===== config.mk =====
export PLATFORM = sky130hd
export DESIGN_NAME = digit_serial_adder
export DESIGN_NICKNAME = d
export VERILOG_FILES = /design/src/rtl/digit_serial_adder_pkg.sv /design/src/rtl/digit_rca.sv /design/src/rtl/digit_serial_adder.sv
export SDC_FILE = /design/constraint.sdc
export NUM_CORES = 1
export LEC_CHECK = 0
export ABC_AREA = 0
export ABC_CLOCK_PERIOD_IN_PS = 1800
export CORE_ASPECT_RATIO = 0.8
export CORE_UTILIZATION = 30
export CTS_CLUSTER_SIZE = 8
export DETAILED_ROUTE_END_ITERATION = 10
export GPL_ROUTABILITY_DRIVEN = 0
export SKIP_LAST_GASP = 1
export SLEW_MARGIN = 30
export SYNTH_ARGS = -nofsm -noshare
export SYNTH_HDL_FRONTEND = slang
export SYNTH_HIERARCHICAL = 1
export SYNTH_SLANG_ARGS = --single-unit

===== constraint.sdc =====
create_clock -name clk -period 1.8 [get_ports clk]
set_input_delay 0.27 -clock clk [delete_from_list [all_inputs] [get_ports clk]]
set_output_delay 0.27 -clock clk [all_outputs]
set_load 0.005 [all_outputs]

===== src/rtl/digit_serial_adder_pkg.sv =====
// Shared definitions for the digit-serial adder: FSM encoding and parameter sanity check.
package digit_serial_adder_pkg;

  typedef enum logic [1:0] {
    ST_IDLE = 2'd0,
    ST_RUN  = 2'd1,
    ST_DONE = 2'd2
  } state_e;

  function automatic bit cfg_ok(input int width, input int digit);
    return (digit >= 1) && (digit <= width) && ((width % digit) == 0);
  endfunction

endpackage


===== src/rtl/digit_rca.sv =====
// Combinational DIGIT-wide ripple-carry adder built from replicated full-adder cells.
// Also exports the carry into the MSB cell so the caller can derive signed overflow.
module digit_rca #(
  parameter int DIGIT = 2
) (
  input  logic [DIGIT-1:0] a_i,
  input  logic [DIGIT-1:0] b_i,
  input  logic             cin_i,
  output logic [DIGIT-1:0] sum_o,
  output logic             cout_o,
  output logic             cmsb_o
);

  // Each cell owns its own carry nets so the chain is not one self-referencing vector.
  for (genvar i = 0; i < DIGIT; i++) begin : g_fa
    logic ci;
    logic co;
    if (i == 0) begin : g_first
      assign ci = cin_i;
    end else begin : g_next
      assign ci = g_fa[i-1].co;
    end
    assign sum_o[i] = a_i[i] ^ b_i[i] ^ ci;
    assign co       = (a_i[i] & b_i[i]) | (ci & (a_i[i] ^ b_i[i]));
  end

  assign cout_o = g_fa[DIGIT-1].co;
  assign cmsb_o = g_fa[DIGIT-1].ci;

endmodule


===== src/rtl/digit_serial_adder.sv =====
// Multi-cycle adder/subtractor: DIGIT bits per cycle, carry held in a register between digits.
// Operands accepted only in IDLE; result held in DONE until consumed (no skid).
module digit_serial_adder
  import digit_serial_adder_pkg::*;
#(
  parameter int WIDTH = 8,
  parameter int DIGIT = 2
) (
  input  logic             clk,
  input  logic             rst_n,
  input  logic             in_valid,
  output logic             in_ready,
  input  logic [WIDTH-1:0] a,
  input  logic [WIDTH-1:0] b,
  input  logic             cin,
  input  logic             sub,
  output logic             out_valid,
  input  logic             out_ready,
  output logic [WIDTH-1:0] sum,
  output logic             cout,
  output logic             ovf
);

  localparam int NDIG = WIDTH / DIGIT;
  localparam int CW   = (NDIG > 1) ? $clog2(NDIG) : 1;
  localparam logic [CW-1:0] CNT_LAST = CW'(NDIG - 1);

  if (!cfg_ok(WIDTH, DIGIT)) begin : g_bad_cfg
    $error("digit_serial_adder: WIDTH must be a positive multiple of DIGIT");
  end

  state_e           state_q, state_d;
  logic [WIDTH-1:0] a_q, a_d;
  logic [WIDTH-1:0] b_q, b_d;
  logic [WIDTH-1:0] sum_q, sum_d;
  logic             carry_q, carry_d;
  logic             cout_q, cout_d;
  logic             ovf_q, ovf_d;
  logic [CW-1:0]    cnt_q, cnt_d;

  logic [DIGIT-1:0] dig_sum;
  logic             dig_cout;
  logic             dig_cmsb;
  logic [WIDTH-1:0] dig_ext;

  digit_rca #(.DIGIT(DIGIT)) u_rca (
    .a_i    (a_q[DIGIT-1:0]),
    .b_i    (b_q[DIGIT-1:0]),
    .cin_i  (carry_q),
    .sum_o  (dig_sum),
    .cout_o (dig_cout),
    .cmsb_o (dig_cmsb)
  );

  // New digit enters at the top; after NDIG shifts the first digit sits at bit 0.
  assign dig_ext = WIDTH'(dig_sum) << (WIDTH - DIGIT);

  always_comb begin
    state_d = state_q;
    a_d     = a_q;
    b_d     = b_q;
    sum_d   = sum_q;
    carry_d = carry_q;
    cout_d  = cout_q;
    ovf_d   = ovf_q;
    cnt_d   = cnt_q;
    case (state_q)
      ST_IDLE: begin
        if (in_valid) begin
          a_d     = a;
          b_d     = sub ? ~b : b;
          carry_d = sub ? ~cin : cin;
          cnt_d   = '0;
          state_d = ST_RUN;
        end
      end
      ST_RUN: begin
        sum_d   = (sum_q >> DIGIT) | dig_ext;
        a_d     = a_q >> DIGIT;
        b_d     = b_q >> DIGIT;
        carry_d = dig_cout;
        if (cnt_q == CNT_LAST) begin
          cout_d  = dig_cout;
          ovf_d   = dig_cmsb ^ dig_cout;
          state_d = ST_DONE;
        end else begin
          cnt_d = cnt_q + CW'(1);
        end
      end
      ST_DONE: begin
        if (out_ready) begin
          state_d = ST_IDLE;
        end
      end
      default: state_d = ST_IDLE;
    endcase
  end

  always_ff @(posedge clk) begin
    if (!rst_n) begin
      state_q <= ST_IDLE;
      a_q     <= '0;
      b_q     <= '0;
      sum_q   <= '0;
      carry_q <= 1'b0;
      cout_q  <= 1'b0;
      ovf_q   <= 1'b0;
      cnt_q   <= '0;
    end else begin
      state_q <= state_d;
      a_q     <= a_d;
      b_q     <= b_d;
      sum_q   <= sum_d;
      carry_q <= carry_d;
      cout_q  <= cout_d;
      ovf_q   <= ovf_d;
      cnt_q   <= cnt_d;
    end
  end

  assign in_ready  = (state_q == ST_IDLE);
  assign out_valid = (state_q == ST_DONE);
  assign sum       = sum_q;
  assign cout      = cout_q;
  assign ovf       = ovf_q;

endmodule


==> impl_metrics.ini <==
[logic_synthesis]
yosysMostFrequentCell = dfxtp_1
netlist_instances = 152
ys_types = 32
netlist.area_leader.share = 0.448
ys_seq_elements = 31
synth_area_leaders = dfxtp_1 45%, a21oi_1 8.3%, nand2_1 6.8%
seq_area_frac_synth = 0.448
synth-async-reset-ratio = 0
syn_area_sq_mm = 0.00139
ys_top_cells_by_count = 31 x dfxtp_1, 25 x nand2_1, 23 x a21oi_1, 8 x xnor2_1
ys.flop_type = dfxtp_1
avgSynthCellArea_sq_um = 9.11
synth_edf_count = 0
syn_nets = 177
synth_area_leader_cell = dfxtp_1
yosysWarnings = 6

[clock_tree]
cts_setup_buffers = 0
post_cts_resized = 0
holdBufCountCts = 0
cts_root_buf = clkbuf_8
cts_tree = built
clock_latency_ns = 0.28
h-tree-depth = 2
cts_made_buffers = 5
clk_pin_slew_ns = 0.07
cts.path.max_buffers = 2
cts.sinks = 31

[timing]
fmax_ghz = 0.576
whs_ns = 0.456
relSlewSlack = 0.575
max_slew.worst_pin.slew_ns = 0.637
fin_crit_ns = 1.74
finalClockSkew_ns = 0.00380
slew_viol_final = 0
setup_tns_ns = 0
setup_viol = 0
fin_ws_ns = 0.0649
hold_viol_final = 0
rsz0062_at_grt = no
finalCritPeriodShare = 0.964

[place]
hpwl_microns = 2460
dp_slack_ns = 0.0780
io_buffers = 33
place_area_sq_mm = 0.00176
dp.cells = 239

[critical_path]
crit_type = reg -> reg
crit_fanout = 3
crit_required_ns = 2.00
worst_setup_path_end_kind = flip-flop
cp.arrival_ns = 1.93
start_kind = flip-flop

[route]
met2WireLength_microns = 1440
wl_met3_microns = 213
postRouteAntennaNets = 0
vias = 1199
wl_microns = 3370
wl_per_cell_microns = 13.6
drc = 0
first_pass_iters = 4
vias_per_cell = 4.85
routed.top_layer = met4
wl_met1_microns = 1620
drt_iter0_drc = 55

[grt]
grt_pass1_wl_microns = 5640
antenna_found_initial = 0
grt_max_degree = 17
grt_pass1_vias = 1240
grt.total_usage = 0.154
grt-ovfl-total = 0

[power]
ir_worst_vdd_uv = 355
power_density_mw_per_mm2 = 834
p_leak_nw = 0.669

[floorplanning]
die_x_microns = 78.0
io_pins = 34
core_sq_mm = 0.00431
core.rowCount = 21
die_h_microns = 62.8
initial_core_util = 0.321
dieArea_sq_mm = 0.00489

[outcome]
run_status = complete, no violations

[final_layout]
finalNetCount = 214
n_antenna_cell = 0
fin_area_sq_mm = 0.00184
drive_gt1_frac = 0.111
area_growth_pct = 32.9
finalNonFillerCells = 247

[worst_hold_path]
hp-class = reg -> reg

[run]
maxCapViolCount = 0
[flip-flops by register name, indices dropped and copies added, names as in the netlist]
signal,cells
carry_q,1
cout,1
ovf,1
state_q,2
cnt_q,2
b_q,8
a_q,8
sum,8
[metal layers]
layer	vias to the layer above	GRT usage
li1	600	-
met1	555	0.194
met2	34	0.228
met3	10	0.0423
met4	0	0.104
met5	-	0
[kinds of logic (layout without fill, tap and decap cells)]
kind of cell,Yosys count,in the layout,share of synthesized area
xor+xnor,10,10,0.0632
fa+ha+maj,3,3,0.0379
compound gates,50,50,0.233
flops,31,31,0.448
buf+inv,14,52,0.0713
simple gates,44,44,0.146
[layout make-up]
type | count | area (sq um)
Inverter | 3 | 11.3
Tap cell | 57 | 71.3
Multi-Input combinational cell | 107 | 666
Clock inverter | 1 | 5.00
Sequential cell | 31 | 621
Clock buffer | 7 | 76.3
Timing Repair Buffer | 41 | 390
Fill cell | 438 | 2470
[placed cells by master, fill, tap and decap left out]
cell type and count:
a22oi_2 1, inv_1 3, a31o_1 2, and2b_1 1, xor2_1 2, nand3_1 5, a311oi_2 1, nor4_1 1
a21oi_1 23, o21ba_2 1, clkbuf_8 5, nor2_1 7, nor3_1 1, nor2b_4 1, dfxtp_1 31, clkbuf_1 2
ha_1 1, fa_1 2, a22oi_1 7, xnor2_1 8, clkdlybuf4s50_1 33, o22ai_1 3, nand2_2 1, clkinv_2 1
o21ai_0 7, nand2b_1 1, nor3b_2 1, o21bai_2 1, nand2_1 25, o221ai_1 4, buf_4 8
[worst max-delay path, stage by stage (launching register included)]
cell and delay (ns):
dfxtp_1 0.32, fa_1 0.47, fa_1 0.45, xnor2_1 0.17, a311oi_2 0.25
[power by group]
| part | internal [mW] | switching (mW) | total, mW |
|---|---|---|---|
| logic | 0.129 | 0.123 | 0.251 |
| registers | 0.727 | 0.0281 | 0.755 |
| clock network | 0.271 | 0.257 | 0.528 |
[final timing paths]
kind,start,end,slack (ns),cells after the start
setup / recovery,a_q[0]$_SDFFE_PN0P_,ovf$_SDFFE_PN0P_,0.06,4
hold / removal,sum[1]$_SDFFE_PN0N_,sum[1]$_SDFFE_PN0N_,0.46,2
setup reg to reg,a_q[0]$_SDFFE_PN0P_,ovf$_SDFFE_PN0P_,0.06,4
hold reg to reg,sum[1]$_SDFFE_PN0N_,sum[1]$_SDFFE_PN0N_,0.46,2
[metrics by stage]
step	utilization	power [mW]
detailed placement	0.408	1.02
global route	0.427	1.61
global placement	0.408	1.01
floorplan	-	0.922
CTS	0.427	1.55
finish	0.427	1.53
Note: power is estimated with default switching activity, not from simulation.
